[src/rtl/bcd_sub_serial.sv]
// bcd_sub_serial
// Digit-serial packed-BCD subtractor: z = x - y - b_in, one digit per clock,
// least significant digit first. Results wrap modulo 10^DIGITS with b_out=1
// when the true difference is negative.
//
// Parameters:
//   DIGITS  number of BCD digits per operand (1..8)
//
// Ports:
//   clk     single clock, rising edge
//   rst     synchronous active-high reset
//   start   begin a subtraction (ignored while busy)
//   x, y    minuend / subtrahend, packed BCD, LS digit at [3:0]
//   b_in    borrow into digit 0
//   busy    high while digits are being processed
//   done    one-cycle pulse when z/b_out/err become valid
//   z       packed BCD difference
//   b_out   borrow out of the MS digit
//   err     invalid-BCD flag
//
// Optional feature macro: BCD_SUB_ERR_CHECK_EN
//   defined   -> err reports any latched x/y digit above 9, valid with done
//   undefined -> err is tied to 0 and no check logic exists
module bcd_sub_serial #(
  parameter int DIGITS = 4
) (
  input  logic                clk,
  input  logic                rst,
  input  logic                start,
  input  logic [4*DIGITS-1:0] x,
  input  logic [4*DIGITS-1:0] y,
  input  logic                b_in,
  output logic                busy,
  output logic                done,
  output logic [4*DIGITS-1:0] z,
  output logic                b_out,
  output logic                err
);

  localparam int W  = 4 * DIGITS;
  localparam int IW = (DIGITS > 1) ? $clog2(DIGITS) : 1;

  typedef enum logic [1:0] {
    IDLE = 2'd0,
    RUN  = 2'd1,
    DONE = 2'd2
  } state_t;

  state_t        state;
  logic [W-1:0]  x_sh;
  logic [W-1:0]  y_sh;
  logic [IW-1:0] idx;
  logic          borrow;

  logic [4:0]    diff;
  logic [3:0]    dig;
  logic          borrow_nxt;
  logic          last_digit;
  logic [W-1:0]  z_next;

  // Single-digit subtract on the low nibble of the operand shift registers.
  // The 5-bit difference is negative exactly when bit 4 is set, which covers
  // the full range -16..15 even for invalid nibbles.
  always_comb begin
    diff       = {1'b0, x_sh[3:0]} - {1'b0, y_sh[3:0]} - {4'b0000, borrow};
    borrow_nxt = diff[4];
    dig        = diff[4] ? (diff[3:0] + 4'd10) : diff[3:0];
    last_digit = (idx == IW'(DIGITS - 1));
    // New digits enter at the top of z; after DIGITS shifts digit 0 sits at [3:0].
    z_next     = (z >> 4) | (W'(dig) << (W - 4));
  end

  // Control FSM and datapath. Operands are shifted right one digit per RUN
  // cycle; z fills from the top so no variable part-selects are needed.
  always_ff @(posedge clk) begin
    if (rst) begin
      state  <= IDLE;
      busy   <= 1'b0;
      done   <= 1'b0;
      z      <= '0;
      b_out  <= 1'b0;
      idx    <= '0;
      borrow <= 1'b0;
      x_sh   <= '0;
      y_sh   <= '0;
    end else begin
      case (state)
        IDLE, DONE: begin
          done <= 1'b0;
          if (start) begin
            x_sh   <= x;
            y_sh   <= y;
            borrow <= b_in;
            idx    <= '0;
            busy   <= 1'b1;
            state  <= RUN;
          end else begin
            state <= IDLE;
          end
        end
        RUN: begin
          z      <= z_next;
          x_sh   <= x_sh >> 4;
          y_sh   <= y_sh >> 4;
          borrow <= borrow_nxt;
          idx    <= idx + 1'b1;
          if (last_digit) begin
            b_out <= borrow_nxt;
            done  <= 1'b1;
            busy  <= 1'b0;
            state <= DONE;
          end
        end
        default: begin
          busy  <= 1'b0;
          done  <= 1'b0;
          state <= IDLE;
        end
      endcase
    end
  end

`ifdef BCD_SUB_ERR_CHECK_EN
  logic err_acc;
  logic bad_digit;

  // A nibble above 9 in either operand marks the whole operation invalid.
  always_comb begin
    bad_digit = (x_sh[3:0] > 4'd9) || (y_sh[3:0] > 4'd9);
  end

  // err_acc gathers bad digits during RUN; err is published with done and
  // then holds alongside the result until the next operation completes.
  always_ff @(posedge clk) begin
    if (rst) begin
      err     <= 1'b0;
      err_acc <= 1'b0;
    end else if (state != RUN) begin
      if (start) begin
        err_acc <= 1'b0;
      end
    end else if (last_digit) begin
      err <= err_acc | bad_digit;
    end else begin
      err_acc <= err_acc | bad_digit;
    end
  end
`else
  assign err = 1'b0;
`endif

endmodule

[config.mk]
export PLATFORM = sky130hd
export DESIGN_NAME = bcd_sub_serial
export DESIGN_NICKNAME = d
export VERILOG_FILES = /design/src/rtl/bcd_sub_serial.sv
export SDC_FILE = /design/constraint.sdc
export NUM_CORES = 1
export LEC_CHECK = 0
export ABC_CLOCK_PERIOD_IN_PS = 5000
export CAP_MARGIN = 20
export CORE_AREA = 2 2 54 95
export DETAILED_ROUTE_END_ITERATION = 8
export DIE_AREA = 0 0 56 97
export GPL_ROUTABILITY_DRIVEN = 0
export PLACE_DENSITY = 0.8
export REMOVE_ABC_BUFFERS = 1
export SLEW_MARGIN = 10
export SYNTH_ARGS = -nofsm -noshare
export SYNTH_HDL_FRONTEND = slang
export SYNTH_SLANG_ARGS = --single-unit
[constraint.sdc]
create_clock -name clk -period 5 [get_ports clk]
set_input_delay 0.75 -clock clk [delete_from_list [all_inputs] [get_ports clk]]
set_output_delay 0.75 -clock clk [all_outputs]
set_load 0.02 [all_outputs]
==> results of run 1 <==
cell usage in the layout, fill, tap and decap left out, drive strengths merged, types with 2 or more instances in the layout:
master | synthesis | final
nor4 | 2 | 2
fa | 2 | 2
o21ai | 4 | 4
nor2 | 40 | 40
ha | 8 | 8
clkdlybuf4s50 | 0 | 53
inv | 9 | 9
nand2b | 4 | 4
buf | 6 | 3
dfxtp | 56 | 56
a211oi | 5 | 5
a22oi | 10 | 10
nor2b | 3 | 3
xor2 | 3 | 3
a21oi | 18 | 18
xnor2 | 3 | 3
nand2 | 26 | 26
nor3 | 20 | 20
o22ai | 24 | 24
nand3b | 2 | 2
clkbuf | 15 | 6
worst max-delay path by stage:
stage / startpoint / to / slack, ps / cells after the start
global placement: start / x_sh[10] / 2090 / 5
floorplan: x_sh[0] / z[15] / 2310 / 10
detailed placement: start / borrow / 2000 / 6
finish: y_sh[0] / z[15] / 2100 / 11
global route: y_sh[0] / z[15] / 1950 / 11
CTS: y_sh[0] / z[15] / 2070 / 11
routing by layer:
layer  global-route usage  vias up  wire length, um
li1                     -      999                -
met1                0.188      901             1830
met4                0.110        0              174
met2                0.343       51             2660
met3               0.0294       15              157
met5                    0        -                0
power by group:
group | switching (mW) | internal (mW) | total [mW]
registers | 0.0213 | 0.482 | 0.503
clock network | 0.143 | 0.164 | 0.307
logic | 0.128 | 0.114 | 0.243
total | 0.292 | 0.760 | 1.05
cells in the mapped netlist (all sizes together):
cell,n
a211oi,5
xnor2,3
conb,1
clkbuf,15
or2,1
nand2b,4
nor2,40
buf,6
inv,9
ha,8
nor2b,3
o221ai,1
nand3b,2
a22oi,10
fa,2
nor4,2
nand2,26
a311oi,1
nor3,20
o22ai,24
o211a,1
o21ai,4
dfxtp,56
xor2,3
a21oi,18
through the flow:
stage,std cells,total power [mW]
floorplan,244,0.665
global placement,352,0.747
detailed placement,352,0.758
CTS,360,1.06
global route,360,1.10
finish,360,1.05
state kept, by name, indices dropped and copies added, names as in the netlist:
register	cells
b_out	1
done	1
busy	1
z	16
idx	2
state	2
borrow	1
y_sh	16
x_sh	16
logic make-up after synthesis:
family / synth area share
AND/OR/NAND/NOR: 0.187
XOR/XNOR: 0.0232
adder cells (fa/ha/maj): 0.0617
AO/OA/AOI/OAI: 0.178
buffers and inverters: 0.0540
other: 0.00165
flip-flops: 0.494
layout make-up:
type                            instances  area (sq um)  area share
Sequential cell                        56          1120       0.384
Multi-Input combinational cell        179          1030       0.352
Timing Repair Buffer                   56           551       0.189
Clock buffer                            6          82.6      0.0283
Tap cell                               52          65.1      0.0223
Clock inverter                          2          38.8      0.0133
Inverter                                9          33.8      0.0116
worst max-delay path, cell delays in order, from the launching register on:
cell      delay (ps)
dfxtp_1          320
inv_1             70
fa_1             530
inv_1             50
ha_1             170
or2_2            280
fa_1             390
nand2b_1         180
a21oi_2          150
xnor2_1          160
o211a_1          250
nor4_1           230
==> results.md, run 1 <==
- Status: finished clean
- R2r worst-path depth: 11
- Mapped Area: 0.00227 sq mm
- Peak Freq: 345 MHz
- Starting Density: 0.491
- Max VDD drop: 0.248 mV
- Final Cell Area: 0.00292 sq mm
- Synth area leader: dfxtp_1
- Leak Pwr: 1.10 nW
- Worst hold path type: flip-flop to flip-flop
- Register area share after synthesis: 0.494
- Clk Latency, worst-skew pair: 310 ps
- Max H-tree Level: 2
- Max Cap Viol: 0
- Worst flop-to-flop path startpoint: y_sh[0]
- Clock tree buffer depth: 2
- Hpwl dp: 3.43 mm
- Area delta synth->final: 28.6%
- CTS Sinks: 56
- CTS Hold Bufs: 0
- Setup TNS: 0 ps
- Final worst-path cycle share: 0.580
- Vias in the first global route: 1929
- Hold path depth: 2
- Power Dens Cells: 361 mW/mm^2
- CTS root buf: clkbuf_8
- Hold Violations, Final: 0
- Mapped Cells: 265
- Unrepaired setup endpoints after global routing: false
- Ranking of synthesized cells by area: dfxtp_1, nor2_1, o22ai_1
- Total grt overflow: 0
- Placed cell area: 0.00280 sq mm
- Vias: 1966
- Share of cells above drive strength 1: 0.0422
- Core Area: 0.00462 sq mm
- Post-CTS sizing: 0
- Post-CTS Setup Repair Bufs: 0
- Minimum clock period after layout: 2900 ps
- Reg-to-reg endpoint: z[15]
- HP Start: z[3]
- Class of the most critical setup path: flip-flop to flip-flop
- Hold Slack: 460 ps
- CTS tree: yes
- Clock skew: 10.4 ps
- Antenna violations before repair: 0
- Final worst slack: 2100 ps
- Total CTS buffers: 5
- Synth cell types: 27
- Nets: 353
- Post-place setup slack: 2000 ps
- Final WL: 4.82 mm
- Layout fillers: 397
- Worst slew pin tran: 947 ps
- CP Capture Type: flip-flop
- Post-DRT Antenna Nets: 0
- Row Count: 33
- Critical Path Source Type: flip-flop
- Post-synth top area share: 0.494
- Final core occ: 0.631
- Diodes inserted: 0
- Die width: 56 um
- IO Pins: 56
- Relative slew slack: 0.369
- YS warnings: 0
- DIE AREA: 0.00543 sq mm
- Die H: 97 um
- Worst-path clk slew: 100 ps
- DR iter-0 viols: 51
- Syn avg cell area: 8.56 sq um
- Register bit total from synthesis: 56
- DR WL/cell: 13.4 um
- Crit path max fanout: 6
- Largest net degree at the start of global routing: 56
- R2r setup slk: 2100 ps
- Worst path required time: 5210 ps
- Port buffer count: 54
- Final Max Tran Viols: 0
- Pre-Repair DR Iteration Count: 4
- First-pass GRT wire length: 8.16 mm
- Via density: 5.46
- Drc violations: 0
- Final setup violation count: 0
- GRT Total Usage: 0.186
- Worst Hold End: z[3]
- Worst EP arrival: 3120 ps
Note: power is estimated with default switching activity, not from simulation.
==> run 2: changes to the inputs <==
Settings changed: ABC_CLOCK_PERIOD_IN_PS 5000 to 2350, CORE_AREA 2 2 54 95 to 2 2 58 101, DIE_AREA 0 0 56 97 to 0 0 60 103, PLACE_DENSITY 0.8 to 0.74.
Clock period 5 ns to 2.35 ns, I/O delays scaled along.
==> results.md, run 2 (same netlist as run 1, synthesis figures left out) <==
- Post-DRT Antenna Nets: 0 (unchanged)
- Hold Slack: 460 ps (-0.0260 ps)
- CTS root buf: clkbuf_8
- Total CTS buffers: 5 (unchanged)
- Area delta synth->final: 35.5%
- Status: finished with violations
- GRT Total Usage: 0.182 (-0.00383)
- Power Dens Cells: 764 mW/mm^2 (+110%)
- CP delay by family, top: adder cells
- Antenna violations before repair: 0 (unchanged)
- DIE AREA: 0.00618 sq mm (+14%)
- Pre-Repair DR Iteration Count: 4 (unchanged)
- Drc violations: 0 (unchanged)
- Worst-path clk slew: 100 ps (about the same)
- Setup TNS: -1610 ps (-1610 ps)
- Worst slew pin tran: 546 ps (-401 ps)
- Share of cells above drive strength 1: 0.0946 (+0.0524)
- Final WL: 4.95 mm (+2.7%)
- Final Cell Area: 0.00308 sq mm (+5.4%)
- Minimum clock period after layout: 2700 ps (-200 ps)
- Violated checks: setup timing
- Clk Latency, worst-skew pair: 310 ps (about the same)
- Hpwl dp: 3.38 mm (-1.4%)
- Buffers and inverters on the worst path: 3 (+1)
- Critical Path Source Type: flip-flop
- Relative slew slack: 0.636 (+0.267)
- Critical path, cell by cell: inv_2 > fa_1 > inv_1 > ha_2 > or2_4 > fa_2 > nand2b_4 > a21oi_4 > xnor2_2 > buf_12 > o221ai_2 > a21oi_1
- Sw power: 681 uW (+130%)
- Final setup violation count: 5 (+5)
- DR iter-0 viols: 75 (+47%)
- Row Count: 36 (+9.1%)
- Placed cell area: 0.00290 sq mm (+3.7%)
- Via density: 5.12 (-6.3%)
- Slowest Stage Delay on Critical Path: 520 ps (about the same)
- Worst hold path type: flip-flop to flip-flop
- CTS Sinks: 56 (unchanged)
- Crit path max fanout: 4 (-2)
- Vias: 2012 (+2.3%)
- Starting Density: 0.416 (-0.0744)
- Final core occ: 0.564 (-0.0667)
- Final worst-path cycle share: 1.15 (+0.569)
- Worst path required time: 2530 ps (-2680 ps)
- IO Pins: 56 (unchanged)
- Nets: 362 (+2.5%)
- Final worst slack: -351 ps (-2450 ps)
- CTS tree: yes
- Commonest cells after routing, fill and taps aside: dfxtp_1, clkdlybuf4s50_1, nor2_1
- Peak Freq: 370 MHz (+7.4%)
- Inst Count DP: 384 (+9.1%)
- Max VDD drop: 0.481 mV (+94%)
- Final Power: 2.35 mW (+120%)
- Power Internal: 1.67 mW (+120%)
- Largest net degree at the start of global routing: 30 (-46%)
- Fin cells: 393 (+9.2%)
- Vias in the first global route: 1996 (+3.5%)
- Port buffer count: 54 (unchanged)
- Unrepaired setup endpoints after global routing: true
- DR WL/cell: 12.6 um (-5.9%)
- Max Cap Viol: 0 (unchanged)
- Clock share of power: 0.268 (-0.023)
- CP Capture Type: flip-flop
- Diodes inserted: 0 (unchanged)
- Leak Pwr: 1.15 nW (+5.1%)
- Clock tree buffer depth: 2 (unchanged)
- Clock skew: 9.51 ps (-0.869 ps)
- Hold Violations, Final: 0 (unchanged)
- Flop pwr share: 0.455 (-0.023)
- First-pass GRT wire length: 8.65 mm (+6.0%)
- Final Max Tran Viols: 0 (unchanged)
- Class of the most critical setup path: flip-flop to flip-flop
- Comb pwr share: 0.277 (+0.046)
- Die width: 60 um (+7.1%)
- Slowest stage cell, crit path: fa_1
- Die H: 103 um (+6.2%)
- Max H-tree Level: 2 (unchanged)
- Post-place setup slack: -519 ps (-2520 ps)
- Core Area: 0.00545 sq mm (+18%)
- Sw Share: 0.290 (+0.0122)
- CTS Hold Bufs: 0 (unchanged)
- Worst EP arrival: 2880 ps (-240 ps)
- Largest registers: x_sh x16, y_sh x16, z x16
- Commonest non-fill, non-tap cell in the layout: dfxtp_1
- Total grt overflow: 0 (unchanged)
run 2: what timing repair did:
action / CTS / global route
setup buffers: 1 / 0
gates resized for setup: 10 / 1
cloned: 0 / 0
pin swaps: 9 / 0
setup endpoints to repair: 5 / 5
run 2: power by group through the flow:
stage	sequential [mW]	combinational [mW]	clock, mW
floorplan	1.10	0.310	0
global placement	1.09	0.532	0
detailed placement	1.09	0.548	0
CTS	1.07	0.631	0.640
global route	1.08	0.722	0.678
finish	1.07	0.652	0.628
run 2: path summary, 6_finish.rpt:
check        startpoint     to  slack (ps)  cells past startpoint
max              borrow  z[14]        -350                     12
min                z[2]   z[2]         460                      2
max reg2reg      borrow  z[14]        -350                     12
min reg2reg        z[2]   z[2]         460                      2
run 2: cell type report:
class,count,area (sq um)
clock buffers,5,68.8
multi-input cells,179,1070
well taps,76,95.1
inverters,9,33.8
clock inverters,3,42.5
flip-flops and latches,56,1120
repair buffers,65,643
fillers,504,2370
run 2: routing by layer:
layer	global-route usage	share of wire
met5	0	0
met4	0.0735	0.015
met3	0.0326	0.033
met2	0.337	0.54
met1	0.195	0.41
run 2: worst min-delay path, stage by stage (launching register included):
cell and delay, ps:
dfxtp_1 320, nand2_1 50, a21oi_1 50
==> run 3: changes to the inputs <==
Settings changed: SKIP_CTS_REPAIR_TIMING set to 1, TNS_END_PERCENT set to 1.
==> results.md, run 3 (same netlist as run 1, synthesis figures left out) <==
- Post-DRT Antenna Nets: 0 (unchanged)
- Final WL: 4.97 mm (+0.44%)
- IO Pins: 56 (unchanged)
- Total grt overflow: 0 (unchanged)
- Commonest cells after routing, fill and taps aside: dfxtp_1, clkdlybuf4s50_1, nor2_1
- Starting Density: 0.416 (unchanged)
- CP Capture Type: flip-flop
- Clk Latency, worst-skew pair: 320 ps (about the same)
- Leak Pwr: 1.15 nW (-0.66%)
- Violated checks: setup timing
- Relative slew slack: 0.646 (+0.0101)
- Placed cell area: 0.00290 sq mm (unchanged)
- Layout fillers: 514 (+2.0%)
- Crit path max fanout: 6 (+2)
- DR iter-0 viols: 63 (-16%)
- Power Dens Cells: 755 mW/mm^2 (-1.2%)
- Final Max Tran Viols: 0 (unchanged)
- Final worst slack: -376 ps (-24.7 ps)
- Worst EP arrival: 2910 ps (+30 ps)
- CTS Sinks: 56 (unchanged)
- Final setup violation count: 5 (unchanged)
- Status: finished with violations
- CTS root buf: clkbuf_8
- Commonest non-fill, non-tap cell in the layout: dfxtp_1
- Largest registers: x_sh x16, y_sh x16, z x16
- Diodes inserted: 0 (unchanged)
- DIE AREA: 0.00618 sq mm (unchanged)
- Class of the most critical setup path: flip-flop to flip-flop
- Via density: 5.05 (-1.4%)
- Area delta synth->final: 35.1%
- Clock tree buffer depth: 2 (unchanged)
- CTS tree: yes
- Vias in the first global route: 1946 (-2.5%)
- Unrepaired setup endpoints after global routing: true
- Final worst-path cycle share: 1.16 (+0.0105)
- Nets: 361 (-0.28%)
- Critical Path Source Type: flip-flop
- Clock skew: 7.88 ps (-1.63 ps)
- Worst-path clk slew: 100 ps (about the same)
- First-pass GRT wire length: 8.39 mm (-2.9%)
- Die width: 60 um (unchanged)
- Peak Freq: 367 MHz (-0.91%)
- Minimum clock period after layout: 2730 ps (+24.7 ps)
- Fin cells: 392 (-0.25%)
- Pre-Repair DR Iteration Count: 4 (unchanged)
- GRT Total Usage: 0.177 (-0.00508)
- Port buffer count: 54 (unchanged)
- Final Cell Area: 0.00307 sq mm (-0.28%)
- Hold Violations, Final: 0 (unchanged)
- Max VDD drop: 0.480 mV (-0.29%)
- Largest net degree at the start of global routing: 30 (unchanged)
- Worst slew pin tran: 531 ps (-15.2 ps)
- Hpwl dp: 3.38 mm (unchanged)
- Worst hold path type: flip-flop to flip-flop
- Drc violations: 0 (unchanged)
- Max H-tree Level: 2 (unchanged)
- Antenna violations before repair: 0 (unchanged)
- Vias: 1979 (-1.6%)
- R2r setup slk: -380 ps (-20 ps)
- Inst Count DP: 384 (unchanged)
- DR WL/cell: 12.7 um (+0.70%)
- Core Area: 0.00545 sq mm (unchanged)
- Total CTS buffers: 5 (unchanged)
- Max Cap Viol: 0 (unchanged)
- Die H: 103 um (unchanged)
- Row Count: 36 (unchanged)
- Share of cells above drive strength 1: 0.0918 (-0.00287)
- Worst path required time: 2530 ps (about the same)
run 3: per-layer routing:
metal  track usage  vias to the layer above  routed length [um]  share of wire
met3        0.0301                        6                 136          0.027
met2         0.329                       45                2680           0.54
met5             0                        -                   0              0
met1         0.191                      918                2080           0.42
li1              -                     1010                   -              -
met4        0.0684                        0                  75          0.015
run 3: power by group:
part           switching, mW  leakage (nW)  internal (mW)  total [mW]
sequential            0.0439         0.460           1.03        1.07
clock                  0.315        0.0541          0.316       0.631
combinational          0.313         0.632          0.302       0.615
total                  0.672          1.15           1.64        2.32
run 3: through the flow:
stage                util  setup TNS, ps  hold slack (ps)  worst slack [ps]  power, mW
floorplan               -          -1350              422              -337       1.41
global placement    0.532          -1750              442              -431       1.62
detailed placement  0.532          -2170              447              -519       1.64
CTS                 0.552          -2230              461              -542       2.26
global route        0.563          -1910              497              -476       2.44
finish              0.563          -1400              460              -376       2.32
run 3: worst max-delay path, cell delays in order, from the launching register on:
cell	delay, ps
dfxtp_2	350
inv_2	40
fa_1	520
inv_1	50
ha_2	160
or2_4	230
fa_2	390
nand2b_4	160
a21oi_4	190
xnor2_4	130
nor4_2	300
nor4_1	70
run 3: area by class of cell:
type | instances | area [sq um] | area share
clock buffers | 5 | 68.8 | 0.0224
clock inverters | 3 | 42.5 | 0.0139
inverters | 9 | 33.8 | 0.0110
multi-input cells | 179 | 1080 | 0.353
flip-flops and latches | 56 | 1120 | 0.366
well taps | 76 | 95.1 | 0.0310
repair buffers | 64 | 623 | 0.203
run 3: path summary, 6_finish.rpt:
kind | from | to | cells past startpoint
max reg2reg | borrow | z[15] | 11
min | z[2] | z[2] | 2
min reg2reg | z[2] | z[2] | 2
max | borrow | z[15] | 11
